<file path="src/rtl/pwm_duty_capture.sv">
// pwm_duty_capture: measures an incoming PWM waveform and recovers its duty
// step in 1/T_DIV units, plus the measured period and high time. It also flags
// a stuck line (no rising edge for T_TIMEOUT cycles) and off-nominal periods.
//
// Optional build macro: PWM_CAP_GLITCH_FILTER_EN
//   Defined: the synchronized input must hold a new level for FILT_LEN cycles
//   before it is accepted. All latencies grow by FILT_LEN.
//   Undefined: every pulse of at least one cycle counts.
//
// Ports:
//   SYSCLK   in   1      system clock
//   RST      in   1      synchronous, active-high reset
//   PWM_IN   in   1      asynchronous PWM input
//   DUTY     out  7      rounded duty step 0..T_DIV
//   PERIOD   out  CNT_W  last measured period (cycles)
//   HIGH_T   out  CNT_W  last measured high time (cycles)
//   VALID    out  1      one-cycle pulse: result outputs just updated
//   STUCK    out  1      level: no rising edge for T_TIMEOUT cycles
//   PER_ERR  out  1      level: last period off-nominal or too short
module pwm_duty_capture #(
  parameter int unsigned T_INM     = 1000000,
  parameter int unsigned T_DIV     = 20,
  parameter int unsigned CNT_W     = 21,
  parameter int unsigned T_TIMEOUT = 2 * T_INM,
  parameter int unsigned TOL       = T_INM / 8,
  parameter int unsigned MIN_PER   = 16
`ifdef PWM_CAP_GLITCH_FILTER_EN
  ,
  parameter int unsigned FILT_LEN  = 4
`endif
) (
  input  logic             SYSCLK,
  input  logic             RST,
  input  logic             PWM_IN,
  output logic [6:0]       DUTY,
  output logic [CNT_W-1:0] PERIOD,
  output logic [CNT_W-1:0] HIGH_T,
  output logic             VALID,
  output logic             STUCK,
  output logic             PER_ERR
);

  localparam int unsigned NW = CNT_W + 5;   // dividend width
  localparam int unsigned DW = CNT_W + 6;   // divisor pre-shifted by 6

  localparam logic [CNT_W-1:0] TIMEOUT_V = CNT_W'(T_TIMEOUT);
  localparam logic [CNT_W-1:0] MIN_PER_V = CNT_W'(MIN_PER);
  localparam logic [CNT_W-1:0] PER_LO_V  = CNT_W'(T_INM - TOL);
  localparam logic [CNT_W-1:0] PER_HI_V  = CNT_W'(T_INM + TOL);
  localparam logic [6:0]       T_DIV_V   = 7'(T_DIV);

  typedef enum logic [1:0] {
    ST_ARM,
    ST_MEAS,
    ST_DIV,
    ST_STUCK
  } state_t;

  state_t state, state_nxt;

  logic sync_meta, sync_out, s, s_prev;
  logic edge_c;

  logic [CNT_W-1:0] per_cnt, high_cnt;
  logic [CNT_W-1:0] snap_p, snap_h;

  logic [NW-1:0] div_rem;
  logic [DW-1:0] div_dsh;
  logic [5:0]    div_q;
  logic [2:0]    div_step;

  logic [DW-1:0] rem_ext_c;
  logic          ge_c;
  logic [NW-1:0] rem_sub_c;
  logic [NW-1:0] n_c;
  logic [6:0]    q_fin_c;
  logic          timeout_c;
  logic          start_div_c;

  logic [6:0]       duty_nxt;
  logic [CNT_W-1:0] period_nxt, high_nxt;
  logic             valid_nxt, stuck_nxt, per_err_nxt;

  // Two-flop synchronizer for the asynchronous pad input
  always_ff @(posedge SYSCLK) begin
    if (RST) begin
      sync_meta <= 1'b0;
      sync_out  <= 1'b0;
    end else begin
      sync_meta <= PWM_IN;
      sync_out  <= sync_meta;
    end
  end

`ifdef PWM_CAP_GLITCH_FILTER_EN
  localparam int unsigned FW = (FILT_LEN > 1) ? $clog2(FILT_LEN) : 1;
  localparam logic [FW-1:0] FILT_LAST = FW'(FILT_LEN - 1);

  logic [FW-1:0] filt_cnt;
  logic          s_filt;

  // Accept a new level only after it has been stable for FILT_LEN cycles
  always_ff @(posedge SYSCLK) begin
    if (RST) begin
      s_filt   <= 1'b0;
      filt_cnt <= '0;
    end else if (sync_out == s_filt) begin
      filt_cnt <= '0;
    end else if (filt_cnt == FILT_LAST) begin
      s_filt   <= sync_out;
      filt_cnt <= '0;
    end else begin
      filt_cnt <= filt_cnt + FW'(1);
    end
  end

  assign s = s_filt;
`else
  assign s = sync_out;
`endif

  // Rising-edge detector on the cleaned line
  always_ff @(posedge SYSCLK) begin
    if (RST) s_prev <= 1'b0;
    else     s_prev <= s;
  end

  assign edge_c = s & ~s_prev;

  // Period and high-time counters; both restart on every rising edge
  always_ff @(posedge SYSCLK) begin
    if (RST) begin
      per_cnt  <= '0;
      high_cnt <= '0;
    end else if (edge_c) begin
      per_cnt  <= CNT_W'(1);
      high_cnt <= CNT_W'(1);
    end else begin
      if (per_cnt < TIMEOUT_V) per_cnt <= per_cnt + CNT_W'(1);
      if (s && (high_cnt < TIMEOUT_V)) high_cnt <= high_cnt + CNT_W'(1);
    end
  end

  assign timeout_c   = (per_cnt >= TIMEOUT_V);
  assign start_div_c = (state == ST_MEAS) && edge_c && (per_cnt >= MIN_PER_V);

  // Rounded dividend: H*T_DIV + P/2 so that floor(N/P) rounds to nearest
  assign n_c = NW'(high_cnt) * NW'(T_DIV) + NW'(per_cnt >> 1);

  // One restoring-division step per cycle, MSB of the 7-bit quotient first
  assign rem_ext_c = DW'(div_rem);
  assign ge_c      = (rem_ext_c >= div_dsh);
  assign rem_sub_c = NW'(rem_ext_c - div_dsh);
  assign q_fin_c   = {div_q, ge_c};

  always_ff @(posedge SYSCLK) begin
    if (RST) begin
      div_rem  <= '0;
      div_dsh  <= '0;
      div_q    <= '0;
      div_step <= '0;
      snap_p   <= '0;
      snap_h   <= '0;
    end else if (start_div_c) begin
      div_rem  <= n_c;
      div_dsh  <= {per_cnt, 6'b0};
      div_q    <= '0;
      div_step <= '0;
      snap_p   <= per_cnt;
      snap_h   <= high_cnt;
    end else if (state == ST_DIV) begin
      if (ge_c) div_rem <= rem_sub_c;
      div_q    <= {div_q[4:0], ge_c};
      div_dsh  <= div_dsh >> 1;
      div_step <= div_step + 3'd1;
    end
  end

  // FSM state register
  always_ff @(posedge SYSCLK) begin
    if (RST) state <= ST_ARM;
    else     state <= state_nxt;
  end

  // Next state and next values of the registered result outputs
  always_comb begin
    state_nxt   = state;
    duty_nxt    = DUTY;
    period_nxt  = PERIOD;
    high_nxt    = HIGH_T;
    stuck_nxt   = STUCK;
    per_err_nxt = PER_ERR;
    valid_nxt   = 1'b0;

    case (state)
      ST_ARM, ST_MEAS: begin
        if (edge_c) begin
          if (state == ST_ARM) begin
            state_nxt = ST_MEAS;
          end else if (per_cnt < MIN_PER_V) begin
            // Too short to divide: flag it, keep the previous result
            per_err_nxt = 1'b1;
            valid_nxt   = 1'b1;
          end else begin
            state_nxt = ST_DIV;
          end
        end else if (timeout_c) begin
          state_nxt   = ST_STUCK;
          stuck_nxt   = 1'b1;
          duty_nxt    = s ? T_DIV_V : 7'd0;
          period_nxt  = '0;
          high_nxt    = '0;
          per_err_nxt = 1'b1;
          valid_nxt   = 1'b1;
        end
      end
      ST_DIV: begin
        if (div_step == 3'd6) begin
          state_nxt   = ST_MEAS;
          duty_nxt    = q_fin_c;
          period_nxt  = snap_p;
          high_nxt    = snap_h;
          per_err_nxt = (snap_p < PER_LO_V) || (snap_p > PER_HI_V);
          stuck_nxt   = 1'b0;
          valid_nxt   = 1'b1;
        end
      end
      ST_STUCK: begin
        if (edge_c) begin
          state_nxt = ST_MEAS;
          stuck_nxt = 1'b0;
        end
      end
      default: state_nxt = ST_ARM;
    endcase
  end

  // Registered result outputs
  always_ff @(posedge SYSCLK) begin
    if (RST) begin
      DUTY    <= '0;
      PERIOD  <= '0;
      HIGH_T  <= '0;
      VALID   <= 1'b0;
      STUCK   <= 1'b0;
      PER_ERR <= 1'b0;
    end else begin
      DUTY    <= duty_nxt;
      PERIOD  <= period_nxt;
      HIGH_T  <= high_nxt;
      VALID   <= valid_nxt;
      STUCK   <= stuck_nxt;
      PER_ERR <= per_err_nxt;
    end
  end

endmodule

</file>
<file path="config.mk">
export PLATFORM = sky130hd
export DESIGN_NAME = pwm_duty_capture
export DESIGN_NICKNAME = d
export VERILOG_FILES = /design/src/rtl/pwm_duty_capture.sv
export SDC_FILE = /design/constraint.sdc
export NUM_CORES = 1
export LEC_CHECK = 0
export CAP_MARGIN = 15
export CORE_UTILIZATION = 25
export CTS_CLUSTER_SIZE = 25
export DETAILED_ROUTE_END_ITERATION = 7
export GPL_ROUTABILITY_DRIVEN = 0
export GPL_TIMING_DRIVEN = 0
export PLACE_DENSITY = 0.44
export SYNTH_ARGS = -nofsm -noshare
export SYNTH_HDL_FRONTEND = slang
export SYNTH_SLANG_ARGS = --single-unit
</file>
<file path="constraint.sdc">
create_clock -name SYSCLK -period 6.1 [get_ports SYSCLK]
set_input_delay 1.22 -clock SYSCLK [delete_from_list [all_inputs] [get_ports SYSCLK]]
set_output_delay 1.22 -clock SYSCLK [all_outputs]
set_load 0.03 [all_outputs]
</file>
==> flow_summary_export.csv, run 1 <==
group,metric,value,unit
finish,fillCellCount,4944,
critical_path,timing.critical_path.from_type,"flip-flop",
detailed_routing,drt-initial-drc-count,622,
floorplanning,core_region_area,0.0454,mm2
clock_network,cts_tree,"done",
clock_network,worstSkewPairLatency,0.53,ns
critical_path,worst_ep_arrival_time,5.03,ns
timing,setup-tns-final,0,ns
timing,finClkSkew,0.0226,ns
finish,area_delta_synth_final,18.1,%
finish,post_route_cells_drive_above_1_share,3.55,%
critical_path,timing.critical_path.slowest_stage_cell,"dfxtp_1",
detailed_routing,wl_met1,18.6,mm
logic_synthesis,synth_warnings,0,
timing,timing.final.ws_setup,1.45,ns
floorplanning,fp.dieW,216,um
finish,finalNetCount,1633,
logic_synthesis,ffs_latches_synth,203,
detailed_routing,detailroute.wirelength.met3,1.23,mm
floorplanning,fp-row-count,78,
timing,period_minus_slack,4.65,ns
placement,place_ws,1.42,ns
global_routing,grt_pass1_vias,10200,
pwr,pwr_density_cell,210,mW/mm2
critical_path,critical_path_required,6.48,ns
critical_path,timing.critical_path.fanout_max,6,
detailed_routing,final_routed_wirelength,36.5,mm
logic_synthesis,synth.top_cells.by_count,"nand2_1, dfxtp_1, a21oi_1",
min_path,hold_path_class,"flip-flop to flip-flop",
finish,layout.cells.non_filler,2151,
global_routing,grt_pass1_wl,57.4,mm
placement,placed_cells_incl_taps,2112,
logic_synthesis,synth_most_common_cell,"nand2_1",
clock_network,path_clk_slew,0.06,ns
floorplanning,top_level_ports,55,
timing,final_hold_vios,0,
timing,worst_slew_pin_slew,0.795,ns
global_routing,largest_net_degree_at_the_start_of_global_routing,13,
clock_network,cts.path.max_buffers,3,
detailed_routing,detail_route.vias_per_cell,4.80,
logic_synthesis,syn-cell-area,0.0115,mm2
global_routing,grt-ovfl-total,0,
detailed_routing,met2RoutedLength,16.2,mm
clock_network,post_cts.resized_instances,0,
critical_path,critPathMaxStageDelay,0.51,ns
critical_path,setup.worst_path.class,"flip-flop to flip-flop",
logic_synthesis,async_reset_ff_share,0,%
logic_synthesis,netlist-cell-type-count,66,
timing,finalSetupViolCount,0,
floorplanning,chipHeight,216,um
global_routing,grt.total_usage,15.5,%
detailed_routing,dr_total_vias,10300,
clock_network,cts_hold_repair.buffers,0,
job,max-cap-violations,0,
logic_synthesis,synthCells,1458,
logic_synthesis,seq_area_frac_synth,35.4,%
floorplanning,start_util,25.3,%
pwr,p_total,2.85,mW
detailed_routing,drt-wirelength-per-cell,17.0,um
logic_synthesis,synth-edff-count,0,
logic_synthesis,synth_top_area_share,35.4,%
timing,drv_slew,0,
finish,antenna_cells,0,
logic_synthesis,post_synth_main_area_contributors,"dfxtp_1, ha_1, nand2_1",
timing,rsz_0062_raised_after_global_routing,"false",
timing,max_freq,215,MHz
detailed_routing,ant_nets,0,
status,outcome,"finished, final reports clean",
logic_synthesis,postSynthNetCount,1553,
detailed_routing,drc,0,
clock_network,numClockSinks,203,
critical_path,path_cells,"ha_1 > ha_1 > fa_1 > a211oi_1 > o31ai_1 > a41o_1 > a21o_1 > a21oi_1 > xnor2_1 > ha_1 > nand2_1 > nand2_1 > a41o_1 > o41a_1 > nor3b_2 > xor2_1 > a221oi_2",
global_routing,grt_antenna_before_repair,0,
detailed_routing,top_layer,"met4",
logic_synthesis,synth_top_area_cell,"dfxtp_1",
placement,io_buffer_count,54,
clock_network,htree_num_levels,1,
timing,max_slew_margin,47.0,%
timing,min_period_over_period,76.2,%
floorplanning,die-area,0.0468,mm2
clock_network,post-cts-setup-buffers,0,
clock_network,cts_buffers,24,
logic_synthesis,synth.avg_cell_area,7.88,um2
logic_synthesis,synthFlopType,"dfxtp_1",
detailed_routing,drtPass1Iterations,5,
placement,dpl.hpwl,28.6,mm
critical_path,worst_setup_path_end_kind,"flip-flop",
critical_path,cp_common_cell,"ha_1",
pwr,total_leakage_power,4.95,nW
placement,detailed_place.area,0.0128,mm2
finish,post_route_standard_cell_area_excluding_fillers,0.0136,mm2
clock_network,clk_root_buffer_cell,"clkbuf_16",
pwr,max-vdd-ir-drop,0.167,mV
==> metal layers <==
layer	global-route usage (%)	vias up
met5	0	-
met4	2.96	0
met3	2.09	32
met2	25.1	136
met1	21.9	4877
li1	-	5288
==> power breakdown <==
part | switching, mW | total (mW) | internal, mW
clock | 0.574 | 1.46 | 0.889
combinational | 0.0388 | 0.0512 | 0.0124
sequential | 0.00554 | 1.33 | 1.33
==> worst max-delay path, delay by kind of cell, from the launching register on <==
kind	cells	cell delay (ns)
fa+ha+maj	4	1.26
compound gates	8	1.86
flops	1	0.51
xor+xnor	2	0.54
simple gates	3	0.33
==> sequential cells by signal, indices dropped and copies added (netlist names) <==
name and count:
div_q 6, s 1, div_rem 26, sync_meta 1, div_dsh 27, snap_h 21, HIGH_T 21, s_prev 1
div_step 3, per_cnt 21, VALID 1, PER_ERR 1, STUCK 1, PERIOD 21, high_cnt 21, DUTY 7
snap_p 21, state 2
==> metrics by stage <==
stage | util, % | hold WS, ns
after global routing | 29.9 | 0.461
after global placement | 28.1 | 0.425
after detailed placement | 28.1 | 0.429
final | 29.9 | 0.436
after CTS | 29.9 | 0.442
after floorplan | - | 0.414
==> layout by cell type, fill, tap and decap left out, types with 16 or more instances in the layout <==
cell type / count
a211oi_1: 20
a21o_1: 18
a21oi_1: 184
a31oi_1: 33
and3_1: 16
clkbuf_1: 66
clkbuf_16: 25
clkdlybuf4s50_1: 54
dfxtp_1: 203
ha_1: 89
inv_1: 49
mux2i_1: 22
nand2_1: 271
nand3_1: 69
nor2_1: 103
o21ai_0: 36
xnor2_1: 44
xor2_1: 39
==> layout make-up <==
type                       instances  area [um2]  area share [%]
inverter                          49         184            1.36
clock buffer                      35         713            5.26
clock inverter                     4        77.6           0.572
tap                              600         751            5.53
sequential                       203        4060            30.0
timing repair buffer              54         541            3.98
buffer                            73         283            2.08
multi-input combinational       1133        6950            51.2
==> cell families (layout without fill, tap and decap cells) <==
| logic type | count (synthesis) | after routing | synth area share [%] |
|---|---|---|---|
| and+or+nand+nor | 560 | 560 | 21.9 |
| AOI/OAI and AO/OA | 376 | 376 | 20.2 |
| DFF | 203 | 203 | 35.4 |
| buffers and inverters | 122 | 215 | 4.06 |
| adders and majority gates | 92 | 92 | 10.2 |
| xor gates and xnor gates | 83 | 83 | 6.33 |
| muxes | 22 | 22 | 1.92 |
==> final timing paths <==
check	from	end	slack, ns	depth (start not counted)
max	high_cnt[1]	div_rem[24]	1.45	17
min	sync_meta	s	0.44	1
max reg2reg	high_cnt[1]	div_rem[24]	1.45	17
min reg2reg	sync_meta	s	0.44	1
Power figures use the tool's default switching activity.
==> run 2, diff against run 1 <==
--- a/config.mk
+++ b/config.mk
@@ -11,7 +11,7 @@
 export DETAILED_ROUTE_END_ITERATION = 7
 export GPL_ROUTABILITY_DRIVEN = 0
 export GPL_TIMING_DRIVEN = 0
-export PLACE_DENSITY = 0.44
+export PLACE_DENSITY = 0.45
 export SYNTH_ARGS = -nofsm -noshare
 export SYNTH_HDL_FRONTEND = slang
 export SYNTH_SLANG_ARGS = --single-unit
==> constraint.sdc (replaced) <==
create_clock -name SYSCLK -period 3.99 [get_ports SYSCLK]
set_input_delay 0.798 -clock SYSCLK [delete_from_list [all_inputs] [get_ports SYSCLK]]
set_output_delay 0.798 -clock SYSCLK [all_outputs]
set_load 0.03 [all_outputs]
==> flow_summary_export.csv, run 2 (synthesized netlist as in run 1, its figures left out) <==
group,metric,value,unit
detailed_routing,drc,0,
critical_path,critPathMaxStageDelay,0.41,ns
timing,finalSetupViolCount,3,
detailed_routing,final_routed_wirelength,36.4,mm
detailed_routing,drt-wirelength-per-cell,16.8,um
floorplanning,start_util,25.3,%
detailed_routing,ant_nets,0,
clock_network,worstSkewPairLatency,0.53,ns
detailed_routing,drt-initial-drc-count,677,
floorplanning,top_level_ports,55,
global_routing,grt_pass1_wl,58.1,mm
finish,regMostFlops,"div_dsh",
critical_path,timing.critical_path.slowest_stage_cell,"a2111oi_4",
finish,post_route_standard_cell_area_excluding_fillers,0.0141,mm2
detailed_routing,drtPass1Iterations,6,
placement,dpl.hpwl,28.2,mm
critical_path,timing.critical_path.from_type,"flip-flop",
finish,multi_input_area,0.00730,mm2
global_routing,grt_pass1_vias,10300,
finish,fillCellCount,4890,
finish,regArea,0.00410,mm2
timing,final_hold_vios,0,
clock_network,clk_root_buffer_cell,"clkbuf_16",
critical_path,worst_ep_arrival_time,4.49,ns
timing,timing.final.ws_setup,-0.0675,ns
status,outcome,"finished, violations left",
finish,antenna_cells,0,
pwr,p_total,4.22,mW
critical_path,critical_path_required,4.42,ns
critical_path,cp_num_buf_inv,2,
timing,max_freq,246,MHz
finish,commonest_non_fill_non_tap_cell_in_the_layout,"nand2_1",
clock_network,cts_tree,"done",
timing,post_route_hold_slack,0.435,ns
global_routing,grt_antenna_before_repair,0,
finish,post_route_cells_drive_above_1_share,8.65,%
pwr,total_leakage_power,5.05,nW
status,failed_checks,"setup timing",
finish,most_frequent_cells_in_the_layout,"nand2_1, dfxtp_1, a21oi_1",
timing,max_slew_margin,47.1,%
pwr,pwr_density_cell,300,mW/mm2
timing,period_minus_slack,4.06,ns
pwr,max-vdd-ir-drop,0.226,mV
clock_network,cts_buffers,23,
critical_path,timing.critical_path.fanout_max,6,
timing,finClkSkew,0.0227,ns
critical_path,setup.worst_path.class,"flip-flop to flip-flop",
detailed_routing,dr_total_vias,10500,
floorplanning,chipHeight,216,um
clock_network,htree_num_levels,1,
placement,detailed_place.area,0.0128,mm2
floorplanning,core_region_area,0.0454,mm2
timing,drv_slew,0,
global_routing,largest_net_degree_at_the_start_of_global_routing,14,
finish,largest_reg_flops,27,
min_path,hold_path_class,"flip-flop to flip-flop",
placement,io_buffer_count,54,
clock_network,cts_hold_repair.buffers,0,
clock_network,path_clk_slew,0.07,ns
timing,rsz_0062_raised_after_global_routing,"true",
job,max-cap-violations,0,
global_routing,grt-ovfl-total,0,
critical_path,timing.critical_path.max_delay_family,"compound AO/OA/AOI/OAI gates",
critical_path,path_cells,"ha_4 > ha_4 > a2111oi_4 > o31ai_2 > a41o_1 > a21o_1 > a21oi_2 > xnor2_1 > ha_1 > nand3_1 > nand2_1 > a41o_1 > o41a_1 > buf_4 > buf_6 > xnor2_4 > nor2_2 > a2111oi_2",
timing,worst_slew_pin_slew,0.794,ns
detailed_routing,detail_route.vias_per_cell,4.83,
clock_network,numClockSinks,203,
floorplanning,die-area,0.0468,mm2
finish,area_delta_synth_final,22.4,%
finish,finalNetCount,1653,
critical_path,worst_setup_path_end_kind,"flip-flop",
placement,place_ws,-0.610,ns
global_routing,grt.total_usage,15.5,%
timing,min_period_over_period,102,%
finish,reg_top3,"div_dsh: 27 flops, div_rem: 26 flops",
clock_network,cts.path.max_buffers,3,
floorplanning,fp-row-count,78,
floorplanning,fp.dieW,216,um
run 2: changes by cell type in the layout (fill, tap and decap cells not counted), sizes merged:
cell	change
buf	+21
bufinv	-1
clkbuf	-5
clkinv	+6
clkinvlp	+2
inv	-2
run 2: routing by layer:
layer,track usage [%],wire (um),vias up
li1,-,-,5320
met1,22.1,18000,4963
met2,25.3,16500,162
met3,1.81,1290,37
met4,2.79,561,0
met5,0,0,-
run 2: worst paths after layout:
| check | from | to | slack (ns) | depth (start not counted) |
|---|---|---|---|---|
| hold reg to reg | sync_meta | s | 0.43 | 1 |
| setup / recovery | high_cnt[6] | div_rem[20] | -0.07 | 18 |
| hold / removal | sync_meta | s | 0.43 | 1 |
| setup reg to reg | high_cnt[6] | div_rem[20] | -0.07 | 18 |
run 2: timing repair:
item | in CTS | in global routing
setup buffers | 12 | 9
setup endpoints to repair | 10 | 8
pin swaps | 24 | 27
resized for setup | 43 | 33
run 2: worst register-to-register path: stages (launching register included):
cell	delay, ns
dfxtp_4	0.38
ha_4	0.26
ha_4	0.28
a2111oi_4	0.41
o31ai_2	0.14
a41o_1	0.32
a21o_1	0.19
a21oi_2	0.16
xnor2_1	0.15
ha_1	0.29
nand3_1	0.10
nand2_1	0.06
a41o_1	0.23
o41a_1	0.37
buf_4	0.16
buf_6	0.12
xnor2_4	0.12
nor2_2	0.06
a2111oi_2	0.19
run 2: final cells by class:
| cell class | instances | area share (%) |
|---|---|---|
| clock inverter | 9 | 0.561 |
| multi-input combinational | 1133 | 52.0 |
| timing repair buffer | 75 | 5.00 |
| clock buffer | 30 | 4.64 |
| inverter | 49 | 1.31 |
| tap | 600 | 5.34 |
| buffer | 73 | 2.01 |
| sequential | 203 | 29.2 |
run 2: through the flow:
| stage | TNS [ns] | utilization, % | std cells |
|---|---|---|---|
| 2_1_floorplan | 0 | - | 1458 |
| 3_3_place_gp | -3.60 | 28.2 | 2112 |
| 3_5_place_dp | -3.56 | 28.2 | 2112 |
| 4_1_cts | -0.297 | 30.4 | 2163 |
| 5_1_grt | -1.10 | 31.0 | 2172 |
| 6_report | -0.150 | 31.0 | 2172 |
run 2: where the power goes:
part	internal [mW]	switching, mW	total [mW]
clock	1.21	0.894	2.10
combinational	0.0195	0.0593	0.0788
sequential	2.03	0.00825	2.04
==> run 3, diff against run 2 <==
--- a/config.mk
+++ b/config.mk
@@ -7,11 +7,12 @@
 export LEC_CHECK = 0
 export CAP_MARGIN = 15
 export CORE_UTILIZATION = 25
+export CTS_CLUSTER_DIAMETER = 100
 export CTS_CLUSTER_SIZE = 25
 export DETAILED_ROUTE_END_ITERATION = 7
 export GPL_ROUTABILITY_DRIVEN = 0
 export GPL_TIMING_DRIVEN = 0
-export PLACE_DENSITY = 0.45
+export PLACE_DENSITY = 0.44
 export SYNTH_ARGS = -nofsm -noshare
 export SYNTH_HDL_FRONTEND = slang
 export SYNTH_SLANG_ARGS = --single-unit
==> constraint.sdc (replaced) <==
create_clock -name SYSCLK -period 5.03 [get_ports SYSCLK]
set_input_delay 1.006 -clock SYSCLK [delete_from_list [all_inputs] [get_ports SYSCLK]]
set_output_delay 1.006 -clock SYSCLK [all_outputs]
set_load 0.03 [all_outputs]
==> flow_summary_export.csv, run 3 (synthesized netlist as in run 1, its figures left out) <==
group,metric,value,unit
finish,regMostFlops,"div_dsh",
timing,rsz_0062_raised_after_global_routing,"false",
floorplanning,fp-row-count,78,
finish,regArea,0.00406,mm2
finish,multi_input_area,0.00696,mm2
detailed_routing,final_routed_wirelength,36.4,mm
finish,antenna_cells,0,
status,outcome,"finished, final reports clean",
clock_network,path_clk_slew,0.10,ns
finish,area_delta_synth_final,14.4,%
timing,post_route_hold_slack,0.446,ns
global_routing,grt_pass1_vias,10100,
critical_path,worst_ep_arrival_time,5.07,ns
floorplanning,start_util,25.3,%
job,max-cap-violations,0,
detailed_routing,drt-initial-drc-count,627,
global_routing,globalRouteMet1Util,21.9,%
floorplanning,top_level_ports,55,
floorplanning,chipHeight,216,um
min_path,hold_path_class,"flip-flop to flip-flop",
floorplanning,fp.dieW,216,um
clock_network,numClockSinks,203,
detailed_routing,drtPass1Iterations,5,
timing,period_minus_slack,4.72,ns
global_routing,grt.total_usage,15.4,%
finish,post_route_cells_drive_above_1_share,2.42,%
placement,dpl.hpwl,28.6,mm
global_routing,grt_pass1_wl,56.8,mm
global_routing,grt.met2_usage,25.1,%
detailed_routing,drt-wirelength-per-cell,17.1,um
critical_path,critical_path_required,5.37,ns
critical_path,worst_setup_path_end_kind,"flip-flop",
timing,min_period_over_period,93.9,%
finish,finalNetCount,1621,
timing,finalSetupViolCount,0,
global_routing,grt_antenna_before_repair,0,
finish,most_frequent_cells_in_the_layout,"nand2_1, dfxtp_1, a21oi_1",
critical_path,timing.critical_path.fanout_max,6,
clock_network,cts_tree,"done",
placement,io_buffer_count,54,
pwr,pwr_density_cell,209,mW/mm2
floorplanning,core_region_area,0.0454,mm2
pwr,total_leakage_power,4.74,nW
critical_path,setup.worst_path.class,"flip-flop to flip-flop",
timing,final_hold_vios,0,
global_routing,busiest_layer,"met2",
detailed_routing,dr_total_vias,10300,
clock_network,cts_buffers,12,
finish,commonest_non_fill_non_tap_cell_in_the_layout,"nand2_1",
global_routing,routing_usage_on_met3,1.73,%
finish,fillCellCount,4979,
detailed_routing,detail_route.vias_per_cell,4.85,
finish,reg_top3,"div_dsh: 27 flops, div_rem: 26 flops",
floorplanning,die-area,0.0468,mm2
clock_network,cts.path.max_buffers,3,
clock_network,htree_num_levels,1,
detailed_routing,ant_nets,0,
clock_network,worstSkewPairLatency,0.49,ns
timing,max_slew_margin,47.2,%
timing,worst_slew_pin_slew,0.793,ns
detailed_routing,drc,0,
critical_path,timing.critical_path.from_type,"flip-flop",
timing,setup-tns-final,0,ns
finish,largest_reg_flops,27,
timing,drv_slew,0,
global_routing,largest_net_degree_at_the_start_of_global_routing,26,
clock_network,clk_root_buffer_cell,"clkbuf_16",
timing,finClkSkew,0.0166,ns
pwr,max-vdd-ir-drop,0.163,mV
global_routing,grt-ovfl-total,0,
timing,max_freq,212,MHz
run 3: final cells by class:
class | count | share of cell area (%)
Clock inverter | 2 | 0.191
Buffer | 73 | 2.15
Clock buffer | 14 | 2.51
Inverter | 49 | 1.40
Timing Repair Buffer | 54 | 4.12
Tap cell | 600 | 5.72
Sequential cell | 203 | 30.9
Multi-Input combinational cell | 1133 | 53.0
run 3: critical path, cell delays in order (launching register included):
cell and delay [ns]:
dfxtp_1 0.52, ha_1 0.30, ha_1 0.22, fa_1 0.43, a211oi_1 0.25, o31ai_1 0.15, a41o_1 0.33, a21o_1 0.19
a21oi_1 0.21, xnor2_1 0.17, ha_1 0.32, nand2_1 0.09, nand2_1 0.05, a41o_1 0.23, o41a_1 0.37, nor3b_2 0.19
xor2_1 0.41, a221oi_2 0.13
run 3: worst paths after layout:
kind                from  depth (start not counted)          end  slack, ns
max reg2reg  high_cnt[3]                         17  div_rem[24]       0.31
max          high_cnt[3]                         17  div_rem[24]       0.31
min            sync_meta                          1            s       0.45
min reg2reg    sync_meta                          1            s       0.45
run 3: power by group:
group	switching, mW	internal (mW)
Combinational	0.0466	0.0150
Clock	0.588	0.479
Sequential	0.00682	1.61
run 3: per-layer routing:
layer,wire length (um),part of all wire (%),up-vias
li1,-,-,5244
met3,935,2.6,26
met1,18700,52,4911
met5,0,0,-
met2,16200,44,145
met4,505,1.4,0
run 3: repair_timing:
| action | 4_1_cts | 5_1_grt |
|---|---|---|
| gates resized for setup | 0 | 1 |
| hold buffers | 0 | 0 |
| setup endpoints to repair | 0 | 1 |
| buffers inserted | 0 | 0 |
run 3: per-stage QoR:
step,worst slack (ns),power [mW],cells,area [um2],utilization [%]
after floorplan,1.03,1.69,1458,11500,-
after global placement,0.356,1.72,2112,12800,28.1
after detailed placement,0.351,1.72,2112,12800,28.1
after CTS,0.316,2.79,2128,13100,28.9
after global routing,0.0883,2.85,2128,13100,28.9
final,0.305,2.75,2128,13100,28.9
